**config.mk**
```make
export PLATFORM = sky130hd
export DESIGN_NAME = sync_fifo_flags
export DESIGN_NICKNAME = d
export VERILOG_FILES = /design/src/rtl/sync_fifo_flags.sv
export SDC_FILE = /design/constraint.sdc
export NUM_CORES = 1
export LEC_CHECK = 0
export CAP_MARGIN = 10
export CORE_MARGIN = 5
export CORE_UTILIZATION = 55
export CTS_CLUSTER_DIAMETER = 60
export CTS_CLUSTER_SIZE = 30
export DETAILED_ROUTE_END_ITERATION = 12
export PLACE_DENSITY = 0.76
export SLEW_MARGIN = 20
export SYNTH_ARGS = -nofsm -noshare
export SYNTH_HDL_FRONTEND = slang
export SYNTH_SLANG_ARGS = --single-unit
```
**constraint.sdc**
```tcl
create_clock -name clk -period 2.9 [get_ports clk]
set_clock_uncertainty 0.15 [all_clocks]
set_input_delay 0.58 -clock clk [delete_from_list [all_inputs] [get_ports clk]]
set_output_delay 0.58 -clock clk [all_outputs]
set_load 0.03 [all_outputs]
```
**src/rtl/sync_fifo_flags.sv**
```systemverilog
// sync_fifo_flags: arbitrary-depth single-clock FIFO with level flags, occupancy count and sticky errors.
// Define SYNC_FIFO_FWFT_EN for first-word-fall-through reads; the default build uses registered reads.
module sync_fifo_flags #(
   parameter int WIDTH     = 8,
   parameter int DEPTH     = 10,
   parameter int AF_THRESH = DEPTH - 2,
   parameter int AE_THRESH = 2
) (
   input  logic                       clk,
   input  logic                       rst_n,
   input  logic                       push,
   input  logic [WIDTH-1:0]           wr_data,
   input  logic                       pop,
   output logic [WIDTH-1:0]           rd_data,
   output logic                       rd_valid,
   output logic                       full,
   output logic                       empty,
   output logic                       almost_full,
   output logic                       almost_empty,
   output logic [$clog2(DEPTH+1)-1:0] count,
   output logic                       overflow,
   output logic                       underflow,
   input  logic                       clr_err
);

   localparam int PW = (DEPTH > 1) ? $clog2(DEPTH) : 1;
   localparam int CW = $clog2(DEPTH + 1);
   localparam logic [PW-1:0] LAST_PTR = PW'(DEPTH - 1);

   logic [WIDTH-1:0] mem [DEPTH];
   logic [PW-1:0]    wr_ptr;
   logic [PW-1:0]    rd_ptr;
   logic             push_acc;
   logic             pop_acc;
   logic             push_rej;
   logic             pop_rej;

   // A pop frees a slot in the same cycle, so a push into a full FIFO is accepted alongside it.
   assign push_acc = push && (!full || pop);
   assign pop_acc  = pop && !empty;
   assign push_rej = push && full && !pop;
   assign pop_rej  = pop && empty;

   assign empty        = (count == '0);
   assign full         = (count == CW'(DEPTH));
   assign almost_full  = (count >= CW'(AF_THRESH));
   assign almost_empty = (count <= CW'(AE_THRESH));

   function automatic logic [PW-1:0] next_ptr(input logic [PW-1:0] p);
      return (p == LAST_PTR) ? '0 : p + PW'(1);
   endfunction

   always_ff @(posedge clk) begin
      if (push_acc) begin
         mem[wr_ptr] <= wr_data;
      end
   end

   always_ff @(posedge clk or negedge rst_n) begin
      if (!rst_n) begin
         wr_ptr <= '0;
         rd_ptr <= '0;
         count  <= '0;
      end else begin
         if (push_acc) begin
            wr_ptr <= next_ptr(wr_ptr);
         end
         if (pop_acc) begin
            rd_ptr <= next_ptr(rd_ptr);
         end
         case ({push_acc, pop_acc})
            2'b10:   count <= count + CW'(1);
            2'b01:   count <= count - CW'(1);
            default: count <= count;
         endcase
      end
   end

   // A new error in the same cycle as clr_err wins, so no event is ever silently dropped.
   always_ff @(posedge clk or negedge rst_n) begin
      if (!rst_n) begin
         overflow  <= 1'b0;
         underflow <= 1'b0;
      end else begin
         if (push_rej) begin
            overflow <= 1'b1;
         end else if (clr_err) begin
            overflow <= 1'b0;
         end
         if (pop_rej) begin
            underflow <= 1'b1;
         end else if (clr_err) begin
            underflow <= 1'b0;
         end
      end
   end

`ifdef SYNC_FIFO_FWFT_EN
   assign rd_data  = mem[rd_ptr];
   assign rd_valid = !empty;
`else
   always_ff @(posedge clk or negedge rst_n) begin
      if (!rst_n) begin
         rd_data  <= '0;
         rd_valid <= 1'b0;
      end else begin
         rd_valid <= pop_acc;
         if (pop_acc) begin
            rd_data <= mem[rd_ptr];
         end
      end
   end
`endif

endmodule

```
; Word-level counts from Yosys, hierarchy flattened
; Memory sizes are Yosys's and may differ from the RTL's. A register that Yosys moved wholly into a read port is not among the register bits.
; Index checks and enable logic that the tools add are counted.
[op_classes]
reduce_logical = 14
magnitude_cmp = 2
eq_ne = 5
n_addsub = 4
muxes = 8
[ops]
columns = cell, n
row1 = $add A4 B1 Y4 const B, 3
row2 = $eq A4 B4 Y1 const B, 3
row3 = $mux W4, 2
row4 = $pmux W4 S2, 1
row5 = $reduce_bool A2 Y1, 3
row6 = $logic_and A1 B1 Y1, 5
row7 = $mux W1, 5
row8 = $ge A4 B4 Y1 const B, 1
row9 = $le A4 B2 Y1 const B, 1
row10 = $logic_not A1 Y1, 4
row11 = $logic_not A4 Y1, 1
row12 = $sub A4 B1 Y4 const B, 1
row13 = $eq A2 B1 Y1 const B, 1
row14 = $eq A2 B2 Y1 const B, 1
row15 = $logic_or A1 B1 Y1, 1
[word_totals]
mem_bits_rw = 80
elab_cells = 40
reg_bits = 15
memories = 1
[mem_list]
columns = memory, depth, word_bits, read_ports, rd_ports_with_merged_regs, wr, line_no
row1 = mem, 10, 8, 1, 1, 1, 30  ; logic [WIDTH-1:0] mem [DEPTH];

; Depth between registers and ports, before layout
[depth]
word_depth = 6
ltp_mapped = 10
mapped_depth_nobuf = 9

; Worst setup path before layout
; OpenSTA, ideal clock, no wires.
[synth_path]
kind = register to register
startpoint = reg count[0]
endpoint = mem mem[0][0], enable pin
required_ns = 2.352
setup_time_ns = 0.398
stages_incl_launch_ff = 5
arrival_ns = 2.167
setup_slack_ns = 0.185
cell_sequence = dfrtp_1 buf_2 nand4bb_1 o21ai_2 nor4b_1
[synth_between]
elab_chain_len = 6
[synth_rtl]
columns = item, line_no
row1 = from (decl), 20  ; output logic [$clog2(DEPTH+1)-1:0] count,
row2 = from (signal assigned), 72  ; 2'b10: count <= count + CW'(1);
row3 = from (signal assigned), 73  ; 2'b01: count <= count - CW'(1);
row4 = from (signal assigned), 74  ; default: count <= count;
row5 = $eq A4 B4 Y1, 45  ; assign full = (count == CW'(DEPTH));
row6 = $logic_not A1 Y1, 39  ; assign push_acc = push && (!full || pop);
row7 = $logic_or A1 B1 Y1, 39
row8 = $logic_and A1 B1 Y1, 39
row9 = $mux W1, 54  ; if (push_acc) begin
row10 = $mux W1 (implied by the code), 55  ; mem[wr_ptr] <= wr_data;
row11 = to (decl), 30
; No other way between the ends.

; Final worst setup path
[layout_path]
startpoint = reg count[1]
endpoint = out full
[layout_between]
elab_chain_len = 1
[layout_rtl]
columns = item, line_no
row1 = $eq A4 B4 Y1, 45
row2 = to (decl), 16  ; output logic full,
; No other way between the ends.

==> results by group <==
CTS
  • Total CTS buffers: 9
  • Post-CTS Repair Setup Buffers: 0
  • Reg clk slew, reported paths: 0.10 ns
  • Max Buffers Root-to-Sink: 2
  • Root buffer selected by CTS: clkbuf_8
  • CTS tree: built
  • H-tree Lvls: 3
  • CTS Sinks: 103
  • Clk_lat worst skew: 0.36 ns

Synth
  • Post-synthesis mux area share: 13.6%
  • Largest cells by area after synthesis: edfxtp_1, dfrtp_1, mux4_2, mux4_1, mux2_2
  • Area share of and/or/nand/nor cells after synthesis: 5.44%
  • Largest family of logic cells by synthesized area: multiplexers
  • YS warnings: 0
  • XOR/XNOR Fraction of Synth Area: 1.85%
  • #FFs+latches synth: 103
  • Synth cell types: 42
  • Area leader, netlist: edfxtp_1
  • Compound-Gate Fraction of Synth Area: 5.35%
  • Cells after synthesis: 250
  • Syn nets: 266
  • Post-synth EDFFs: 80
  • Ys flop type: edfxtp_1
  • Asr flop ratio synth: 22.3%
  • Post-synthesis sequential area ratio: 70.0%
  • Adder-cell share of the synthesized area: 0.882%
  • Share of the synthesized area in the top cell type: 56.5%
  • Mapped Avg Cell Area: 17.0 um2
  • Mapped Area: 0.00426 mm2

Routing
  • Routed via count: 2199
  • Post-DR wirelength/cell: 17.0 um
  • Remaining antenna violation count: 0
  • Vias per cell: 5.53
  • Initial DRC Count: 126
  • DRC: 0
  • Post-Route WL: 6.78 mm
  • DRT Pass-1 Iters: 4

Worst setup path
  • CP max stage cell: clkdlybuf4s50_1
  • CP Max Fanout: 10
  • Critical-path cell list: nand4bb_1 > inv_2 > clkdlybuf4s50_1
  • Slowest stage delay, CP: 0.67 ns
  • CP Data Required Time: 2.17 ns
  • WP buf/inv: 2
  • Reg2reg end: count[2]
  • Critical Path AT: 2.08 ns
  • Top delay family on crit path: buffers and inverters
  • CP Launch Type: flop
  • R2R Path Start: count[1]
  • Critical path type: flop to output pin
  • Worst r2r path cells: 9
  • Reg2Reg Setup Slack: 0.32 ns
  • Crit. End Element: output pin

Global routing
  • Vias in the first global route: 2167
  • First-pass GRT wire length: 11.1 mm
  • Largest net degree at the start of global routing: 28
  • Initial antenna violation count: 0
  • Total GRT Usage: 15.0%
  • Grt ovf: 0

Timing
  • Post-route minimum period: 2.81 ns
  • RSZ-0062 raised after global routing: no
  • Worst slew pin tran: 0.743 ns
  • Slew Limit Fails: 0
  • Final Cycle Share: 96.9%
  • Slew margin rel.: 50.5%
  • Setup Viol. Count Final: 0
  • Achievable Freq: 0.356 GHz
  • Hold Vio Cnt, Final: 0
  • Setup TNS: 0 ns
  • Final hold slack: 0.323 ns

Layout
  • Commonest non-fill, non-tap cell in the layout: edfxtp_1
  • Cell Count, Final, Fillers Out: 398
  • Fin nets: 307
  • Area delta synth->final: 16.6%
  • N_diodes: 0
  • Commonest cells after routing, fill and taps aside: edfxtp_1, clkdlybuf4s50_1, dfrtp_1, nand2_1, buf_4
  • Share of layout cells above drive strength 1: 19.3%

Floorplanning
  • Initial core utilization: 55.6%
  • IO Count: 32
  • Die height: 98.0 um
  • Die W: 98.0 um
  • Placement Rows: 32
  • Die area: 0.00960 mm2
  • Core ar.: 0.00765 mm2

Power
  • Leakage: 1.79 nW
  • Cell Pwr Density: 970 mW/mm2
  • Maximum VDD drop: 0.399 mV

Hold path
  • Hold path depth: 2
  • Hold Path Sink: rd_data[3]
  • Hold WC Path Type: flop to flop
  • Worst Hold Launch: rd_data[3]

Placement
  • IO Port Bufs: 31
  • Dpl hpwl: 4.56 mm
  • Gpl congestion: 0.766
  • Placed Cells: 382

Run status
  • Outcome: finished, final reports clean

Job
  • Max-cap violation count: 0
[stage by stage]
stage	total power [mW]	setup WS [ns]	util, %	area (um2)
after floorplan	3.35	0.185	-	4260
after global placement	3.80	0.116	61.8	4720
after detailed placement	3.84	0.0512	61.8	4720
after CTS	4.87	0.0858	64.8	4960
after global routing	5.08	0.00214	64.9	4960
final	4.81	0.0905	64.9	4960
[final cells by class]
cell class / count / area, um2
multi-input cells: 123 / 1160
well taps: 102 / 128
fillers: 523 / 2690
clock buffers: 9 / 124
inverters: 7 / 26.3
clock inverters: 7 / 111
flip-flops and latches: 103 / 2980
repair buffers: 47 / 433
[synthesized netlist by cell type (2+ instances only)]
cell      instances
nor4_1            5
mux4_2            9
mux2_2            9
ha_1              3
inv_2             2
mux2i_1           8
nand3_1           2
nand2b_1          3
xnor2_1           5
xor2_1            4
dfrtp_1          23
o21ai_1           9
nor4b_1           2
clkbuf_1          8
edfxtp_1         80
mux4_1            7
a21o_1            2
nand3b_1          2
buf_2             7
a21oi_1          10
nand2_1          18
nor3_1            4
inv_1             5
nor2_1            5
[state kept, by name, summed over array words and instances, names as in the netlist]
register,count
count,4
mem,80
overflow,1
rd_data,8
rd_ptr,4
rd_valid,1
underflow,1
wr_ptr,4
[what timing repair did]
| action | in CTS | in global routing |
|---|---|---|
| hold buffers | 0 | 0 |
| resized for setup | 0 | 1 |
| endpoints found under the setup margin | 0 | 1 |
[cells by family after synthesis]
| group | count (synthesis) |
|---|---|
| simple gates | 45 |
| compound gates | 32 |
| mux | 34 |
| buf+inv | 24 |
| flops | 103 |
| fa+ha+maj | 3 |
| xor+xnor | 9 |
[where the power goes]
group | internal [mW] | switching [mW] | total (mW)
combinational | 0.806 | 0.803 | 1.61
clock | 0.509 | 0.510 | 1.02
sequential | 1.87 | 0.313 | 2.19
[metal layers]
| layer | GRT usage [%] | vias up | wire length, um |
|---|---|---|---|
| met4 | 3.51 | 0 | 48 |
| met1 | 20.6 | 1110 | 3170 |
| met5 | 0 | - | 0 |
| li1 | - | 1050 | - |
| met3 | 5.43 | 4 | 256 |
| met2 | 23.4 | 35 | 3310 |
[worst max-delay path by stage]
stage | end | start | slack [ns] | cells past startpoint
finish | full | count[1] | 0.09 | 3
floorplan | mem[0][0] | count[0] | 0.18 | 4
global placement | count[2] | pop | 0.12 | 10
global route | full | count[1] | 0.002 | 3
detailed placement | count[2] | pop | 0.05 | 10
CTS | full | count[1] | 0.09 | 3
[worst register-to-register path, delay by kind of cell (launching register included)]
family	cells	cell delay (ns)
adder cells (fa/ha/maj)	2	0.48
flip-flops	1	0.59
XOR/XNOR	3	0.40
AO/OA/AOI/OAI	2	0.44
AND/OR/NAND/NOR	2	0.41
Power figures use the tool's default switching activity.
